==> config.mk <==
export PLATFORM = sky130hd
export DESIGN_NAME = sar_adc_spi_rx
export DESIGN_NICKNAME = d
export VERILOG_FILES = /design/src/rtl/sar_adc_spi_rx.sv
export SDC_FILE = /design/constraint.sdc
export NUM_CORES = 1
export LEC_CHECK = 0
export CAP_MARGIN = 0
export CELL_PAD_IN_SITES_DETAIL_PLACEMENT = 1
export CELL_PAD_IN_SITES_GLOBAL_PLACEMENT = 1
export CORE_MARGIN = 2
export CORE_UTILIZATION = 42
export CTS_CLUSTER_DIAMETER = 50
export CTS_CLUSTER_SIZE = 14
export DETAILED_ROUTE_END_ITERATION = 10
export PLACE_DENSITY = 0.77
export SYNTH_ARGS = -nofsm -noshare
export SYNTH_HDL_FRONTEND = slang
export SYNTH_SLANG_ARGS = --single-unit
==> constraint.sdc <==
create_clock -name clk -period 10.2 [get_ports clk]
set_clock_uncertainty 0.05 [all_clocks]
set_input_delay 1.02 -clock clk [delete_from_list [all_inputs] [get_ports clk]]
set_output_delay 1.02 -clock clk [all_outputs]
set_load 0.01 [all_outputs]
==> src/rtl/sar_adc_spi_rx.sv <==
// Multi-channel SAR ADC capture controller: shared CONVST/SCLK to NUM_CH ADCs,
// one SDO per ADC, single-shot or free-running conversion with parallel word capture.
module sar_adc_spi_rx #(
  parameter int DATA_W   = 16,
  parameter int NUM_CH   = 2,
  parameter int HALF_DIV = 4,
  parameter int CONV_CYC = 160,
  parameter int PER_W    = 16
) (
  input  logic                     clk,
  input  logic                     rst,
  input  logic                     start,
  input  logic                     cont_en,
  input  logic [PER_W-1:0]         period,
  input  logic                     clr_ovr,
  input  logic [NUM_CH-1:0]        sdo,
  output logic                     convst,
  output logic                     sclk,
  output logic                     din,
  output logic                     busy,
  output logic [NUM_CH*DATA_W-1:0] data_out,
  output logic                     data_valid,
  output logic                     overrun
);

  localparam int RD_CYC  = 2 * HALF_DIV * DATA_W;
  localparam int MIN_PER = CONV_CYC + RD_CYC + 2;
  localparam int PMIN_W  = $clog2(MIN_PER + 1);
  localparam int PW      = (PER_W > PMIN_W) ? PER_W : PMIN_W;
  localparam int CW      = $clog2(CONV_CYC + 1);
  localparam int HW      = $clog2(HALF_DIV + 1);
  localparam int BW      = $clog2(DATA_W + 1);

  typedef enum logic [2:0] {
    S_IDLE,
    S_CONV,
    S_READ,
    S_DONE,
    S_WAIT
  } state_t;

  state_t                         state_q, state_d;
  logic [CW-1:0]                  conv_cnt_q, conv_cnt_d;
  logic [HW-1:0]                  half_cnt_q, half_cnt_d;
  logic [BW-1:0]                  bit_cnt_q, bit_cnt_d;
  logic [PW-1:0]                  per_cnt_q, per_cnt_d;
  logic [PW-1:0]                  eff_q, eff_d;
  logic [NUM_CH-1:0][DATA_W-1:0]  shreg_q, shreg_d;
  logic                           convst_q, convst_d;
  logic                           sclk_q, sclk_d;
  logic                           busy_q, busy_d;
  logic [NUM_CH*DATA_W-1:0]       dout_q, dout_d;
  logic                           valid_q, valid_d;
  logic                           ovr_q, ovr_d;
  logic                           enter_conv;

  always_comb begin
    state_d    = state_q;
    conv_cnt_d = conv_cnt_q;
    half_cnt_d = half_cnt_q;
    bit_cnt_d  = bit_cnt_q;
    eff_d      = eff_q;
    shreg_d    = shreg_q;
    convst_d   = convst_q;
    sclk_d     = sclk_q;
    busy_d     = busy_q;
    dout_d     = dout_q;
    valid_d    = 1'b0;
    ovr_d      = ovr_q;
    enter_conv = 1'b0;
    // Period counter runs from every CONV entry and saturates instead of wrapping.
    per_cnt_d  = (per_cnt_q != '1) ? per_cnt_q + PW'(1) : per_cnt_q;

    if (start && (busy_q || state_q == S_WAIT)) begin
      ovr_d = 1'b1;
    end else if (clr_ovr) begin
      ovr_d = 1'b0;
    end

    unique case (state_q)
      S_IDLE: begin
        if (start) begin
          enter_conv = 1'b1;
        end
      end
      S_CONV: begin
        if (conv_cnt_q == CW'(CONV_CYC - 1)) begin
          state_d    = S_READ;
          convst_d   = 1'b0;
          half_cnt_d = '0;
          bit_cnt_d  = '0;
        end else begin
          conv_cnt_d = conv_cnt_q + CW'(1);
        end
      end
      S_READ: begin
        if (half_cnt_q == HW'(HALF_DIV - 1)) begin
          half_cnt_d = '0;
          sclk_d     = ~sclk_q;
          // Sample on the edge that raises SCLK; leave after the last high phase.
          if (!sclk_q) begin
            for (int unsigned ch = 0; ch < NUM_CH; ch++) begin
              shreg_d[ch] = {shreg_q[ch][DATA_W-2:0], sdo[ch]};
            end
            bit_cnt_d = bit_cnt_q + BW'(1);
          end else if (bit_cnt_q == BW'(DATA_W)) begin
            state_d = S_DONE;
            valid_d = 1'b1;
            dout_d  = shreg_q;
          end
        end else begin
          half_cnt_d = half_cnt_q + HW'(1);
        end
      end
      S_DONE: begin
        busy_d  = 1'b0;
        state_d = cont_en ? S_WAIT : S_IDLE;
      end
      S_WAIT: begin
        if (!cont_en) begin
          state_d = S_IDLE;
        end else if (per_cnt_q >= eff_q - PW'(1)) begin
          enter_conv = 1'b1;
        end
      end
      default: state_d = S_IDLE;
    endcase

    if (enter_conv) begin
      state_d    = S_CONV;
      convst_d   = 1'b1;
      busy_d     = 1'b1;
      conv_cnt_d = '0;
      per_cnt_d  = '0;
      shreg_d    = '0;
      eff_d      = (PW'(period) > PW'(MIN_PER)) ? PW'(period) : PW'(MIN_PER);
    end
  end

  always_ff @(posedge clk) begin
    if (rst) begin
      state_q    <= S_IDLE;
      conv_cnt_q <= '0;
      half_cnt_q <= '0;
      bit_cnt_q  <= '0;
      per_cnt_q  <= '0;
      eff_q      <= '0;
      shreg_q    <= '0;
      convst_q   <= 1'b0;
      sclk_q     <= 1'b0;
      busy_q     <= 1'b0;
      dout_q     <= '0;
      valid_q    <= 1'b0;
      ovr_q      <= 1'b0;
    end else begin
      state_q    <= state_d;
      conv_cnt_q <= conv_cnt_d;
      half_cnt_q <= half_cnt_d;
      bit_cnt_q  <= bit_cnt_d;
      per_cnt_q  <= per_cnt_d;
      eff_q      <= eff_d;
      shreg_q    <= shreg_d;
      convst_q   <= convst_d;
      sclk_q     <= sclk_d;
      busy_q     <= busy_d;
      dout_q     <= dout_d;
      valid_q    <= valid_d;
      ovr_q      <= ovr_d;
    end
  end

  assign convst     = convst_q;
  assign sclk       = sclk_q;
  assign din        = 1'b1;
  assign busy       = busy_q;
  assign data_out   = dout_q;
  assign data_valid = valid_q;
  assign overrun    = ovr_q;

endmodule

==> insert_results.sql <==
INSERT INTO impl_metrics (metric_group, metric, value, unit) VALUES
('worst_setup_path', 'crit_buf_inv', '1', ''),
('routing', 'drt_pre_antenna_iters', '4', ''),
('cts', 'clkLatencyLatePin', '420', 'ps'),
('routing', 'detail_route.wirelength.met1', '6020', 'microns'),
('cells_and_area', 'design_area', '0.00648', 'sq mm'),
('routing', 'routed-wl-met3', '564', 'microns'),
('placed_design', 'io_buffer_count', '59', ''),
('cts', 'cts_made_buffers', '17', ''),
('synthesis', 'synth_top_cells_by_area', 'sky130_fd_sc_hd__dfxtp_1, sky130_fd_sc_hd__nand2_1, sky130_fd_sc_hd__a21oi_1', ''),
('cells_and_area', 'n_fill_cell', '1429', ''),
('synthesis', 'postSynth.asyncResetShare', '0', ''),
('routing', 'route.detailed.wl_per_inst', '16.4', 'microns'),
('sta', 'rsz_0062_raised_after_global_routing', 'no', ''),
('sta', 'final_period_minus_worst_setup_slack', '4530', 'ps'),
('routing', 'drt-total-wl', '13500', 'microns'),
('sta', 'timing_hold_violations_final', '0', ''),
('floorplan', 'fp.dieArea', '0.0132', 'sq mm'),
('cts', 'cts.root.buffer_cell', 'sky130_fd_sc_hd__clkbuf_16', ''),
('placed_design', 'dpl_cell_area', '0.00584', 'sq mm'),
('floorplan', 'top_level_ports', '61', ''),
('sta', 'worstMarginPinSlew', '1280', 'ps'),
('floorplan', 'fp.coreArea', '0.0120', 'sq mm'),
('cells_and_area', 'flow.area_growth_from_synthesis', '25.6', '%'),
('cells_and_area', 'multi_input_area', '0.00256', 'sq mm'),
('sta', 'report.final.slew_viol_count', '0', ''),
('cells_and_area', 'layout.nets', '707', ''),
('routing', 'drc', '0', ''),
('worst_setup_path', 'worst-setup-path-type', 'register to register', ''),
('sta', 'final.period_utilization', '0.444', ''),
('floorplan', 'placement_rows', '40', ''),
('global_routing', 'grt_pass1_vias', '4705', ''),
('worst_setup_path', 'maximum_cell_stage_delay_along_the_critical_path', '770', 'ps'),
('global_routing', 'grt_max_degree', '51', ''),
('power', 'power.static_leakage', '2.26', 'nW'),
('worst_setup_path', 'crit_slowest_cell', 'sky130_fd_sc_hd__o41ai_4', ''),
('worst_setup_path', 'critical_path.max_fanout', '48', ''),
('floorplan', 'die_height', '115', 'microns'),
('flow_run', 'timing.max_cap.violations', '0', ''),
('worst_setup_path', 'cp.required', '10480', 'ps'),
('cts', 'cts_tree', 'yes', ''),
('synthesis', 'ys_dominant_reg_cell', 'sky130_fd_sc_hd__dfxtp_1', ''),
('synthesis', 'post_synth_inst_count', '608', ''),
('hold_path', 'hold_class', 'register to register', ''),
('status', 'result_of_the_run', 'finished clean', ''),
('routing', 'detailedRoute.firstIterationViolations', '235', ''),
('worst_setup_path', 'crit_chain', 'nor4_1 -> and3_1 -> nand2_1 -> nor3_1 -> nor3b_1 -> xnor2_1 -> ha_1 -> nand4_1 -> or2_1 -> a22oi_1 -> o41ai_4 -> nand2_2 -> buf_4 -> a21oi_1', ''),
('cts', 'cts_setup_buffers', '0', ''),
('synthesis', 'cell_area_after_synthesis', '0.00516', 'sq mm'),
('synthesis', 'syn_avg_cell_area', '8.49', 'sq um'),
('routing', 'drt.antenna.violating_nets', '0', ''),
('cells_and_area', 'n_antenna_cell', '0', ''),
('sta', 'setup-violations-final', '0', ''),
('cells_and_area', 'post_route_cells_drive_above_1_share', '0.0726', ''),
('floorplan', 'die_width', '115', 'microns'),
('synthesis', 'yosys_warnings', '0', ''),
('cts', 'clock_transition_time_at_the_flip_flop_clock_pins_of_the_worst_setup_and_hold_paths', '50', 'ps'),
('placed_design', 'place.gp.congestion', '0.804', ''),
('cells_and_area', 'ff_latch_area', '0.00240', 'sq mm'),
('synthesis', 'post_synth_num_cell_types', '60', ''),
('cts', 'hold_buffers', '0', ''),
('global_routing', 'grt_pass1_wl', '22500', 'microns'),
('routing', 'vias_per_cell', '5.35', ''),
('power', 'power_per_cell_area', '188', 'mW/mm^2'),
('sta', 'timing.slew.headroom', '0.147', ''),
('worst_setup_path', 'critPathTopFamily', 'simple AND/OR/NAND/NOR gates', ''),
('global_routing', 'overflow', '0', ''),
('cts', 'ctsHtreeMaxLevel', '4', ''),
('routing', 'vias', '4398', ''),
('cts', 'cts.repair.resized', '0', ''),
('synthesis', 'synth_enable_flop_cells', '0', ''),
('synthesis', 'ys_seq_elements', '120', '');
## through the flow
step / setup slack (ps) / instances
2_1_floorplan: 6690 / 608
3_3_place_gp: 5950 / 790
3_5_place_dp: 5740 / 790
4_1_cts: 5630 / 822
5_1_grt: 5300 / 822
6_report: 5670 / 822
## flip-flops by register name (all words and copies together) (netlist names)
register    flops
data_valid      1
overrun         1
sclk            1
eff_q          16
busy            1
per_cnt_q      16
conv_cnt_q      8
half_cnt_q      3
shreg_q        32
convst          1
data_out       32
state_q         3
bit_cnt_q       5
## worst register-to-register path: cells and delay by family (launching register included)
kind | cells | cell delay (ps)
buffers and inverters | 1 | 410
flip-flops | 1 | 360
AND/OR/NAND/NOR | 8 | 2050
AO/OA/AOI/OAI | 3 | 1130
adder cells (fa/ha/maj) | 1 | 280
XOR/XNOR | 1 | 160
## path summary, 6_finish.rpt
check,startpoint,end,cells past startpoint
worst max register to register,eff_q[2],shreg_q[13],14
worst min register to register,half_cnt_q[2],half_cnt_q[2],2
worst min-delay path,half_cnt_q[2],half_cnt_q[2],2
worst max-delay path,eff_q[2],shreg_q[13],14
## placed cells by master, fill, tap and decap left out, types with 4 or more instances in the layout
cell type                         synthesis  layout
sky130_fd_sc_hd__clkdlybuf4s50_1          0      58
sky130_fd_sc_hd__a32o_1                   7       7
sky130_fd_sc_hd__xor2_1                   9       9
sky130_fd_sc_hd__xnor2_1                 25      25
sky130_fd_sc_hd__and3_1                   4       4
sky130_fd_sc_hd__a2bb2o_1                 6       6
sky130_fd_sc_hd__a21oi_1                 80      80
sky130_fd_sc_hd__dfxtp_1                120     120
sky130_fd_sc_hd__nor4_1                   6       6
sky130_fd_sc_hd__bufinv_16                0       4
sky130_fd_sc_hd__nor3_1                  11      10
sky130_fd_sc_hd__nor3b_1                  5       5
sky130_fd_sc_hd__nand3_1                 13      13
sky130_fd_sc_hd__buf_4                    1       4
sky130_fd_sc_hd__nor2_1                  44      43
sky130_fd_sc_hd__nand2_1                147     147
sky130_fd_sc_hd__ha_1                    22      22
sky130_fd_sc_hd__nand4_1                  7       7
sky130_fd_sc_hd__inv_1                   19      19
sky130_fd_sc_hd__clkbuf_16                0      17
sky130_fd_sc_hd__o21ai_0                  6       6
## synth_stat cells (all sizes together), types with 7 or more instances
master	number
buf	8
clkbuf	20
ha	22
nor3	11
a32o	7
xnor2	25
nand4	8
nor2	44
xor2	9
a21oi	80
nand2	148
nand3	13
dfxtp	120
inv	19
## cells by family (layout without fill, tap and decap cells)
kind of cell,Yosys count,in the layout,share of synthesized area
AND/OR/NAND/NOR,260,260,0.226
AO/OA/AOI/OAI,123,123,0.155
flip-flops,120,120,0.466
buffers and inverters,47,114,0.0390
XOR/XNOR,34,34,0.0577
adder cells (fa/ha/maj),22,22,0.0533
other,1,1,0.000727
multiplexers,1,1,0.00194
## metal layers
metal,vias up,track usage
li1,2181,-
met1,2113,0.244
met2,87,0.377
met3,17,0.0791
met4,0,0.0747
met5,-,0
## cell type report
cell class / count / share of cell area
clock inverters: 13 / 0.0295
inverters: 19 / 0.0110
clock buffers: 19 / 0.0699
well taps: 147 / 0.0284
flip-flops and latches: 120 / 0.371
repair buffers: 63 / 0.0950
multi-input cells: 441 / 0.396
## report_power, final
group / switching (mW) / internal [mW] / total [mW] / leakage, nW
combinational: 0.0484 / 0.0391 / 0.0875 / 0.983
clock: 0.226 / 0.423 / 0.650 / 0.306
sequential: 0.00694 / 0.476 / 0.483 / 0.970
(Power assumes the default switching activity.)
